`config.mk`:
```
export PLATFORM = sky130hd
export DESIGN_NAME = pdm_tx_modulator
export DESIGN_NICKNAME = d
export VERILOG_FILES = /design/src/rtl/pdm_tx_modulator.sv
export SDC_FILE = /design/constraint.sdc
export NUM_CORES = 1
export LEC_CHECK = 0
export BUFFER_PORTS_ARGS = -buffer_cell sky130_fd_sc_hd__buf_4
export CAP_MARGIN = 30
export CORE_MARGIN = 2
export CORE_UTILIZATION = 59
export CTS_BUF_LIST = sky130_fd_sc_hd__clkbuf_16
export CTS_CLUSTER_DIAMETER = 60
export DETAILED_ROUTE_END_ITERATION = 10
export GPL_TIMING_DRIVEN = 0
export PLACE_DENSITY = 0.79
export RECOVER_POWER = 50
export SYNTH_ARGS = -nofsm -noshare
export SYNTH_HDL_FRONTEND = slang
export SYNTH_SLANG_ARGS = --single-unit
```
`constraint.sdc`:
```
create_clock -name clk -period 2.2 [get_ports clk]
set_input_delay 0.44 -clock clk [delete_from_list [all_inputs] [get_ports clk]]
set_output_delay 0.44 -clock clk [all_outputs]
set_load 0.05 [all_outputs]
```
`src/rtl/pdm_tx_modulator.sv`:
```
// rtl/pdm_tx_modulator.sv - first-order sigma-delta PCM-to-PDM transmitter with one-deep sample buffer
// Optional saturating underrun counter port: define PDM_TX_UNDERRUN_CNT_EN.
module pdm_tx_modulator #(
    parameter int DATA_W = 16,
    parameter int OSR    = 64
) (
    input  logic              clk,
    input  logic              rst,
    input  logic              enable,
    input  logic              m_clk_rising,
    input  logic [DATA_W-1:0] s_axis_tdata,
    input  logic              s_axis_tvalid,
    output logic              s_axis_tready,
    output logic              pdm_data,
    output logic              underrun
`ifdef PDM_TX_UNDERRUN_CNT_EN
    ,
    output logic [15:0]       underrun_cnt
`endif
);

    localparam int CNT_W = $clog2(OSR);
    localparam logic [DATA_W-1:0] ZERO_CODE = {1'b1, {(DATA_W-1){1'b0}}};

    typedef enum logic {
        ST_IDLE = 1'b0,
        ST_RUN  = 1'b1
    } state_t;

    state_t            r_state;
    logic [DATA_W-1:0] r_acc;
    logic [DATA_W-1:0] r_cur;
    logic [DATA_W-1:0] r_next;
    logic              r_next_valid;
    logic [CNT_W-1:0]  r_cnt;
    logic              r_pdm;
    logic              r_tready;
    logic              r_underrun;
    logic              r_boot;

    logic              w_strobe;
    logic              w_xfer;
    logic              w_wrap;
    logic              w_load;
    logic              w_under;
    logic              w_next_valid_d;
    logic [DATA_W:0]   w_sum;

    // Samples are held in offset binary so the accumulator add is unsigned.
    assign w_strobe       = enable & m_clk_rising;
    assign w_xfer         = s_axis_tvalid & r_tready;
    assign w_sum          = {1'b0, r_acc} + {1'b0, r_cur};
    assign w_wrap         = (r_state == ST_RUN) && (r_cnt == CNT_W'(OSR - 1));
    assign w_load         = w_strobe & r_next_valid & ((r_state == ST_IDLE) | w_wrap);
    assign w_under        = w_strobe & ~r_next_valid & w_wrap;
    assign w_next_valid_d = w_xfer | (r_next_valid & ~w_load);

    always_ff @(posedge clk or posedge rst) begin
        if (rst) begin
            r_state      <= ST_IDLE;
            r_acc        <= '0;
            r_cur        <= ZERO_CODE;
            r_next       <= ZERO_CODE;
            r_next_valid <= 1'b0;
            r_cnt        <= '0;
            r_pdm        <= 1'b0;
            r_tready     <= 1'b0;
            r_underrun   <= 1'b0;
            r_boot       <= 1'b0;
        end else begin
            r_boot     <= 1'b1;
            r_underrun <= 1'b0;
            if (!enable) begin
                r_state      <= ST_IDLE;
                r_acc        <= '0;
                r_cur        <= ZERO_CODE;
                r_next_valid <= 1'b0;
                r_cnt        <= '0;
                r_pdm        <= 1'b0;
                r_tready     <= 1'b0;
            end else begin
                if (w_xfer) begin
                    r_next <= s_axis_tdata ^ ZERO_CODE;
                end
                r_next_valid <= w_next_valid_d;
                // r_boot keeps tready low for the first clk after reset release.
                r_tready     <= r_boot & ~w_next_valid_d;
                if (w_strobe) begin
                    r_acc <= w_sum[DATA_W-1:0];
                    r_pdm <= w_sum[DATA_W];
                    if (r_state == ST_RUN) begin
                        r_cnt <= r_cnt + CNT_W'(1);
                    end
                    if (w_load) begin
                        r_cur   <= r_next;
                        r_state <= ST_RUN;
                    end else if (w_under) begin
                        r_cur      <= ZERO_CODE;
                        r_state    <= ST_IDLE;
                        r_underrun <= 1'b1;
                    end
                end
            end
        end
    end

`ifdef PDM_TX_UNDERRUN_CNT_EN
    logic [15:0] r_underrun_cnt;

    always_ff @(posedge clk or posedge rst) begin
        if (rst) begin
            r_underrun_cnt <= '0;
        end else if (w_under && (r_underrun_cnt != 16'hFFFF)) begin
            r_underrun_cnt <= r_underrun_cnt + 16'd1;
        end
    end

    assign underrun_cnt = r_underrun_cnt;
`endif

    assign s_axis_tready = r_tready;
    assign pdm_data      = r_pdm;
    assign underrun      = r_underrun;

endmodule

```
==> results.ini, run 1 <==
[outcome]
status = finished, final reports clean

[cts]
cts_tree = yes
clock_latency_ns = 0.33
clk_transition_reported_paths_ns = 0.05
root_buffer = clkbuf_16
clock-sinks = 60
cts-buffers-inserted = 9
holdBufCountCts = 0
ctsHtreeMaxLevel = 3
clk_path_buf_depth = 2

[route]
vias = 2343
drc = 0
ant_nets = 0
dr.pass1.iters = 4
wl_per_cell_um = 17.03
drt_iter0_drc = 226
viasPerCell = 5.932
wl_mm = 6.728

[power]
pwr-share-clk = 0.466
combPwrFrac = 0.095
power_w = 0.002882
p_int_w = 0.002200
pwr-share-seq = 0.439
p_per_area_nw_per_um2 = 780.1
sw_frac_of_total = 0.2367
leakage_nw = 1.803
p_sw_w = 0.0006823
ir_drop_mv = 0.6353

[logic_synthesis]
synth_cells = 285
ys_ff_latch = 60
synth_area_per_cell_um2 = 10.95
synth_edf_count = 0
seq_area_frac_synth = 0.4818
synth_fp_nets = 324
synthArstFlopShare = 1.000
synth.cell_area_um2 = 3122
yosysUniqueCellTypes = 54
synth_ff_type = dfrtp_1
yosysWarnings = 0

[cells_and_area]
fillers = 379
regArea_um2 = 1504
post-route-util = 0.7234
final_cell_count_no_fill = 395
drive_gt1_frac = 0.2338
nets = 359
antenna_cells = 0
multi_input_area_um2 = 1541
area_growth_pct = 18.36

[sta]
slew-limit-headroom = 0.3571
slew_violations = 0
fin_crit_sh = 0.9557
timing.fmax_mhz = 475.6
finalSetupViolCount = 0
min_period_ns = 2.103
skew_ns = 0.005215
setup_tns_ns = 0
hold_viol = 0
tightest_slew_ns = 0.9632
timing.hold.ws_ns = 0.2715

[placed_design]
dp_hpwl_mm = 4.588
io_buffer_count = 22
routabilityCongestion = 0.8575
dp_cells = 378

[critical_path]
reg2reg_depth = 7
cp_num_buf_inv = 0
worstPathCellList = ha_1, a21o_1, a21oi_1, nand2_1, a21oi_1, o21ai_0, a221o_1
crit_cells = 7
critPathMaxStageDelay_ns = 0.38
crit_top_cell = a21oi_1
cp_max_fo = 4
r2r-end = r_acc[7]
r2r_start = r_acc[3]
cp-end-kind = flip-flop
r2r_slack_ns = 0.1
crit_family = compound AO/OA/AOI/OAI gates
crit_type = reg -> reg
cp.required_ns = 2.41
cp-start-kind = flip-flop
slowest_stage = dfrtp_1
arrival_ns = 2.31

[floorplanning]
fp-row-count = 26
fp.coreArea_um2 = 5107
io_pins = 24
die_area_um2 = 5889
start_util = 0.6112
dieHeight_um = 76.74
die_x_um = 76.74

[grt]
overflow = 0
grt_usage = 0.2517
antenna_found_initial = 0
grt_pass1_wl_mm = 11.59
grt_pass1_vias = 2389
grt_max_degree = 37

[worst_hold_path]
hold_depth = 2
hold_end = r_next[15]
hp-class = in -> reg
worstHoldStart = s_axis_tdata[15]

[flow_run]
cap_violations = 0

==> power by group through the flow <==
stage          sequential [W]  clock, W  combinational (W)
6_report              0.00127   0.00134           0.000274
2_1_floorplan         0.00127         0           0.000189
5_1_grt               0.00128   0.00140           0.000307
3_5_place_dp          0.00128         0           0.000276
4_1_cts               0.00127   0.00135           0.000278
3_3_place_gp          0.00128         0           0.000260
==> metal layers <==
metal  track usage  wire [um]  up-vias
met5             0          0        -
met4        0.1218        132        0
met3       0.03765        286       12
met2        0.4044       3279       66
met1        0.3360       3030     1155
li1              -          -     1110
==> cells in the mapped netlist, types with 6 or more instances <==
cell type,number,area [um2]
nor2_1,23,86.33
inv_1,11,41.29
mux2i_1,6,60.06
nor2b_1,6,37.54
nand2_1,16,60.06
a21oi_1,14,70.07
a22o_1,15,131.4
o21ai_0,14,70.07
xor2_1,8,70.07
ha_1,17,212.7
dfrtp_1,58,1451
mux2_2,16,180.2
==> layout make-up <==
| type | instances | share of cell area |
|---|---|---|
| buffer | 10 | 0.01422 |
| inverter | 12 | 0.01219 |
| clock inverter | 7 | 0.01659 |
| sequential | 60 | 0.4070 |
| clock buffer | 9 | 0.06096 |
| multi-input combinational | 203 | 0.4172 |
| tap | 70 | 0.02370 |
| timing repair buffer | 24 | 0.04809 |
==> through the flow <==
step                instance area, um2  setup WS (ns)
floorplan                         3122         0.2786
CTS                               3681        0.02945
global placement                  3374        -0.4314
finish                            3695        0.09737
detailed placement                3395        0.02863
global route                      3695      -0.005839
==> sequential cells by signal, summed over array words and instances (netlist names), 6 cells and up <==
signal	cells
r_acc	16
r_cur	16
r_next	16
r_cnt	6
==> cells by family (layout without fill, tap and decap cells) <==
group,after synthesis,after routing,share of synthesized area
compound gates,77,77,0.1820
flops,60,60,0.4818
other cells,1,1,0.001201
xor+xnor,12,12,0.03367
buf+inv,22,62,0.03126
fa+ha+maj,18,18,0.07455
mux,22,22,0.07695
simple gates,73,73,0.1186
==> worst max path at each step <==
| stage | startpoint | to |
|---|---|---|
| after floorplan | rst | pdm_data |
| after global placement | rst | r_cnt[3] |
| after detailed placement | r_cur[0] | r_acc[14] |
| after CTS | r_cur[0] | r_acc[14] |
| after global routing | r_acc[3] | r_acc[7] |
| final | r_acc[3] | r_acc[7] |
==> layout by cell type, fill, tap and decap left out, drive strengths merged, types with 5 or more instances in the layout <==
cell / synthesis / routed
buf: 7 / 29
a22o: 15 / 15
a211oi: 6 / 6
ha: 17 / 17
mux2i: 6 / 6
a21o: 5 / 5
xor2: 8 / 8
mux2: 16 / 16
nor2b: 6 / 6
nor2: 23 / 23
a21oi: 16 / 16
nand3: 5 / 5
clkbuf: 3 / 14
nand2: 16 / 16
dfrtp: 58 / 58
o21ai: 17 / 17
inv: 11 / 13
==> what timing repair did <==
action                                  CTS  global route
setup buffers                             0             1
endpoints found under the setup margin    0             6
endpoints found under the hold margin     0             0
resized for setup                         0             7
(Power assumes the default switching activity.)
==> run 2: changes to the inputs <==
CORE_ASPECT_RATIO = 0.5   (was not set)
GPL_ROUTABILITY_DRIVEN = 0   (was not set)
clock period = 2.3 ns   (was 2.2 ns; I/O delays follow)
==> run 2 against run 1 <==
Effect of this change: sequential power down 5%; clock power up 4%; utilization up 1.5 points; flip-flop and latch count unchanged; cell count down 0.25%; hold slack better by 0.0038 ns; critical path type unchanged.
==> results.ini, run 2 (same netlist as run 1, synthesis figures left out) <==
[route]
dr_wl_met2_mm = 3.204  ; -2.3%
drc = 0  ; unchanged
wl_met3_um = 403  ; +41%
dr.pass1.iters = 4  ; unchanged
vias = 2386  ; +1.8%
wl_per_cell_um = 17.43  ; +2.4%
viasPerCell = 6.056  ; +2.1%
wl_met1_mm = 3.141  ; +3.7%
highest_layer = met4
ant_nets = 0  ; unchanged
drt_iter0_drc = 116  ; -49%
wl_mm = 6.869  ; +2.1%

[critical_path]
cp-start-kind = flip-flop
cp-end-kind = flip-flop
cp_max_fo = 4  ; unchanged
crit_type = reg -> reg
arrival_ns = 2.39  ; +0.08 ns
cp.required_ns = 2.51  ; +0.10 ns

[cts]
clk_path_buf_depth = 2  ; unchanged
clk_transition_reported_paths_ns = 0.06  ; about the same
cts-buffers-inserted = 9  ; unchanged
clock-sinks = 60  ; unchanged
cts_resized = 0  ; unchanged
ctsHtreeMaxLevel = 3  ; unchanged
clock_latency_ns = 0.33  ; about the same
root_buffer = clkbuf_16
holdBufCountCts = 0  ; unchanged
cts_tree = yes
cts_setup_buffers = 0  ; unchanged

[flow_run]
cap_violations = 0  ; unchanged

[placed_design]
io_buffer_count = 22  ; unchanged
dpl_cell_area_um2 = 3395  ; unchanged
dp_hpwl_mm = 4.783  ; +4.3%

[worst_hold_path]
hp-class = in -> async

[power]
leakage_nw = 1.831  ; +1.6%
p_per_area_nw_per_um2 = 776.7  ; -0.43%
ir_drop_mv = 0.6759  ; +6.4%

[floorplanning]
fp.coreArea_um2 = 5000  ; -2.1%
die_x_um = 106.9  ; +39%
fp-row-count = 18  ; -31%
io_pins = 24  ; unchanged
start_util = 0.6244  ; +0.01315
die_area_um2 = 5924  ; +0.60%
dieHeight_um = 55.44  ; -28%

[sta]
rsz0062_at_grt = no
fin_crit_sh = 0.9507  ; -0.005014
min_period_ns = 2.187  ; +0.08404 ns
finalSetupViolCount = 0  ; unchanged
skew_ns = 0.008366  ; +0.003151 ns
timing.fmax_mhz = 457.3  ; -3.8%
slew_violations = 0  ; unchanged
hold_viol = 0  ; unchanged
setup_tns_ns = 0  ; unchanged
tightest_slew_ns = 0.9828  ; +0.01957 ns
slew-limit-headroom = 0.3448  ; -0.01234

[cells_and_area]
nets = 358  ; -0.28%
top_regs = r_acc: 16 flops, r_cur: 16 flops, r_next: 16 flops
layout_common_cells = 58 x dfrtp_1, 23 x nor2_1, 21 x buf_4
antenna_cells = 0  ; unchanged
drive_gt1_frac = 0.2253  ; -0.008538
stdcell_area_um2 = 3692  ; about the same
area_growth_pct = 18.28  ; about the same
fillers = 336  ; -11%
layout_commonest_cell = dfrtp_1

[grt]
grt_max_degree = 42  ; +14%
grt_pass1_wl_mm = 11.59  ; about the same
grt_usage = 0.2580  ; +0.006318
grt_pass1_vias = 2336  ; -2.2%
overflow = 0  ; unchanged
antenna_found_initial = 0  ; unchanged

[outcome]
status = finished, final reports clean

[run 2: metal layers]
layer / GRT usage / vias up
met1: 0.3535 / 1190
met3: 0.07792 / 17
li1: - / 1106
met2: 0.3949 / 73
met4: 0.08720 / 0
met5: 0 / -
[run 2: cell type report]
type / instances / area (um2) / share of cell area
multi-input cells: 203 / 1525 / 0.4131
flip-flops and latches: 60 / 1504 / 0.4073
clock buffers: 9 / 225.2 / 0.06100
repair buffers: 23 / 170.2 / 0.04609
well taps: 70 / 87.58 / 0.02372
clock inverters: 7 / 82.58 / 0.02237
plain buffers: 10 / 52.55 / 0.01423
inverters: 12 / 45.04 / 0.01220
[run 2: per-stage QoR]
stage	setup slack [ns]	power [W]	util	cells	hold slack, ns
4_1_cts	0.07705	0.002885	0.7405	394	0.1640
2_1_floorplan	0.3586	0.001397	-	285	0.4100
3_3_place_gp	-0.3407	0.001469	0.6749	377	0.4197
5_1_grt	0.008038	0.002972	0.7385	394	0.2872
6_report	0.1133	0.002868	0.7385	394	0.2754
3_5_place_dp	0.1199	0.001493	0.6789	378	0.4353
[run 2: path summary, 6_finish.rpt]
path,start,end,slack [ns],cells past startpoint
max in group asynchronous,rst,r_cur[12],0.59,3
min in group clk,s_axis_tdata[15],r_next[15],0.29,2
max reg2reg,r_cur[0],r_acc[14],0.11,8
min,rst,r_cnt[1],0.28,2
max,r_cur[0],r_acc[14],0.11,8
min reg2reg,r_next_valid,underrun,0.46,1
[run 2: report_power, final]
group / total [W] / switching [W] / internal, W
Sequential: 0.00121 / 0.0000544 / 0.00116
Clock: 0.00139 / 0.000460 / 0.000933
Combinational: 0.000265 / 0.000139 / 0.000126
Total: 0.00287 / 0.000654 / 0.00221
[run 2: critical path: stages, from the launching register on]
cell and delay, ns:
dfrtp_1 0.37, ha_2 0.20, inv_1 0.05, fa_1 0.40, nor2b_2 0.17, o22ai_2 0.13, a21oi_2 0.24, o22ai_2 0.14
o311a_1 0.36
==> run 3: changes to the inputs <==
--- a/config.mk
+++ b/config.mk
@@ -18,3 +18,2 @@
 export PLACE_DENSITY = 0.79
-export RECOVER_POWER = 50
 export SYNTH_ARGS = -nofsm -noshare
==> constraint.sdc (replaced) <==
create_clock -name clk -period 2.3 [get_ports clk]
set_input_delay 0 -clock clk [delete_from_list [all_inputs] [get_ports clk]]
set_output_delay 0 -clock clk [all_outputs]
set_load 0.05 [all_outputs]
==> run 3 against run 2 <==
Effect of this change: utilization increased by 3.9 points; die area unchanged; cell count grew 4.6%; worst setup slack got worse by 0.0069 ns; critical endpoint unchanged; highest routed layer unchanged.
==> results.ini, run 3 (same netlist as run 1, synthesis figures left out) <==
[outcome]
status = finished, final reports clean

[critical_path]
worstSetupEndpoint = r_acc[14]
r2r_start = r_cur[0]
cp.required_ns = 2.51  ; about the same
reg2reg_depth = 8  ; unchanged
crit_cells = 8  ; unchanged
slowest_stage = fa_1
crit_type = reg -> reg
r2r_slack_ns = 0.11  ; about the same
cp_num_buf_inv = 1  ; unchanged
arrival_ns = 2.40  ; about the same
cp-end-kind = flip-flop
cp-startpoint = r_cur[0]
crit_top_cell = o22ai_2
critPathMaxStageDelay_ns = 0.40  ; about the same
cp_max_fo = 4  ; unchanged
worstPathCellList = ha_1, inv_1, fa_1, nor2b_2, o22ai_2, a21oi_2, o22ai_2, o311a_1
cp-start-kind = flip-flop
crit_family = compound AO/OA/AOI/OAI gates
r2r-end = r_acc[14]

[power]
combPwrFrac = 0.102  ; +0.010
ir_drop_mv = 0.6767  ; +0.11%
p_int_w = 0.002237  ; +1.0%
power_w = 0.002894  ; +0.91%
pwr-share-seq = 0.418  ; -0.004
p_sw_w = 0.0006566  ; +0.45%
pwr-share-clk = 0.480  ; -0.006
sw_frac_of_total = 0.2269  ; -0.001024
p_per_area_nw_per_um2 = 744.9  ; -4.1%
leakage_nw = 1.915  ; +4.6%

[sta]
slew_violations = 0  ; unchanged
hold_viol = 0  ; unchanged
timing.hold.ws_ns = 0.04208  ; -0.2333 ns
setup_tns_ns = 0  ; unchanged
finalSetupViolCount = 0  ; unchanged
min_period_ns = 2.194  ; +0.006935 ns
tightest_slew_ns = 0.5074  ; -0.4754 ns
fin_crit_sh = 0.9537  ; +0.003015
rsz0062_at_grt = no
slew-limit-headroom = 0.6606  ; +0.3159
skew_ns = 0.008467  ; +0.0001008 ns
timing.fmax_mhz = 455.9  ; -0.32%

[cells_and_area]
stdcell_area_um2 = 3885  ; +5.2%
drive_gt1_frac = 0.2135  ; -0.01186
fillers = 311  ; -7.4%
area_growth_pct = 24.45
final_cell_count_no_fill = 412  ; +4.6%
antenna_cells = 0  ; unchanged
top_regs = r_acc: 16 flops, r_cur: 16 flops, r_next: 16 flops
nets = 376  ; +5.0%
layout_commonest_cell = dfrtp_1
layout_common_cells = 58 x dfrtp_1, 23 x nor2_1, 22 x buf_4, 18 x dlygate4sd3_1, 17 x ha_1

[floorplanning]
fp-row-count = 18  ; unchanged
dieHeight_um = 55.44  ; unchanged
fp.coreArea_um2 = 5000  ; unchanged
io_pins = 24  ; unchanged
die_x_um = 106.9  ; unchanged
start_util = 0.6244  ; unchanged
die_area_um2 = 5924  ; unchanged

[cts]
cts-buffers-inserted = 9  ; unchanged
clock_latency_ns = 0.33  ; about the same
cts_tree = yes
clock-sinks = 60  ; unchanged
ctsHtreeMaxLevel = 3  ; unchanged
root_buffer = clkbuf_16
clk_transition_reported_paths_ns = 0.05  ; about the same
clk_path_buf_depth = 2  ; unchanged

[placed_design]
dpl_cell_area_um2 = 3395  ; unchanged
io_buffer_count = 22  ; unchanged
dp_hpwl_mm = 4.783  ; unchanged
dp_cells = 378  ; unchanged

[grt]
overflow = 0  ; unchanged
grt_pass1_wl_mm = 11.96  ; +3.2%
antenna_found_initial = 0  ; unchanged
grt_max_degree = 42  ; unchanged
grt_usage = 0.2666  ; +0.008541
grt_pass1_vias = 2448  ; +4.8%

[route]
vias = 2471  ; +3.6%
wl_per_cell_um = 17.24  ; -1.1%
viasPerCell = 5.998  ; -0.96%
dr.pass1.iters = 4  ; unchanged
highest_layer = met4
ant_nets = 0  ; unchanged
drt_iter0_drc = 146  ; +26%
wl_met3_um = 374  ; -7.2%
dr_wl_met2_mm = 3.333  ; +4.0%
drc = 0  ; unchanged
wl_mm = 7.104  ; +3.4%
wl_met1_mm = 3.238  ; +3.1%

[flow_run]
cap_violations = 0  ; unchanged

[worst_hold_path]
hp-class = in -> reg

## run 3: changes by cell type in the layout (fill, tap and decap cells not counted), sizes merged
cell	delta
dlygate4sd3	+18
buf	+2
clkbuf	-2
## run 3: how the worst min path moves through the flow
stage	from	to	slack (ns)	cells past startpoint
6_report	enable	pdm_data	0.04	2
5_1_grt	enable	pdm_data	0.04	2
4_1_cts	enable	pdm_data	0.03	2
3_5_place_dp	rst	r_next[2]	0.05	2
3_3_place_gp	s_axis_tdata[15]	r_next[15]	0.16	2
2_1_floorplan	s_axis_tdata[15]	r_next[15]	0.08	1
## run 3: metal layers
layer | vias up | track usage
met2 | 78 | 0.4204
met1 | 1228 | 0.3542
met4 | 0 | 0.09276
li1 | 1144 | -
met5 | - | 0
met3 | 21 | 0.07910
## run 3: timing repair
| action | CTS | global route |
|---|---|---|
| endpoints found under the hold margin | 36 | 0 |
| hold buffers | 18 | 0 |
| gates resized for setup | 0 | 1 |
| buffers inserted | 0 | 0 |
| setup endpoints to repair | 0 | 4 |
## run 3: area by class of cell
cell class | count | area [um2] | share of cell area
sequential | 60 | 1504 | 0.3871
buffer | 10 | 52.55 | 0.01353
timing repair buffer | 41 | 365.4 | 0.09404
inverter | 12 | 45.04 | 0.01159
clock buffer | 9 | 225.2 | 0.05797
multi-input combinational | 203 | 1523 | 0.3919
clock inverter | 7 | 82.58 | 0.02126
tap | 70 | 87.58 | 0.02254
## run 3: per-stage QoR
step	util	setup WS, ns
2_1_floorplan	-	0.3843
3_3_place_gp	0.6749	0.1193
3_5_place_dp	0.6789	0.1199
4_1_cts	0.7765	0.07705
5_1_grt	0.7770	0.006187
6_report	0.7770	0.1064
## run 3: worst reg2reg max path: stages (launching register included)
cell	delay, ns
dfrtp_1	0.37
ha_1	0.20
inv_1	0.06
fa_1	0.40
nor2b_2	0.17
o22ai_2	0.13
a21oi_2	0.24
o22ai_2	0.14
o311a_1	0.36
## run 3: power by group through the flow
stage	Clock [W]	Combinational (W)	Sequential, W
3_5_place_dp	0	0.000266	0.00123
5_1_grt	0.00145	0.000324	0.00122
4_1_cts	0.00140	0.000295	0.00121
3_3_place_gp	0	0.000248	0.00122
6_report	0.00139	0.000295	0.00121
2_1_floorplan	0	0.000181	0.00122
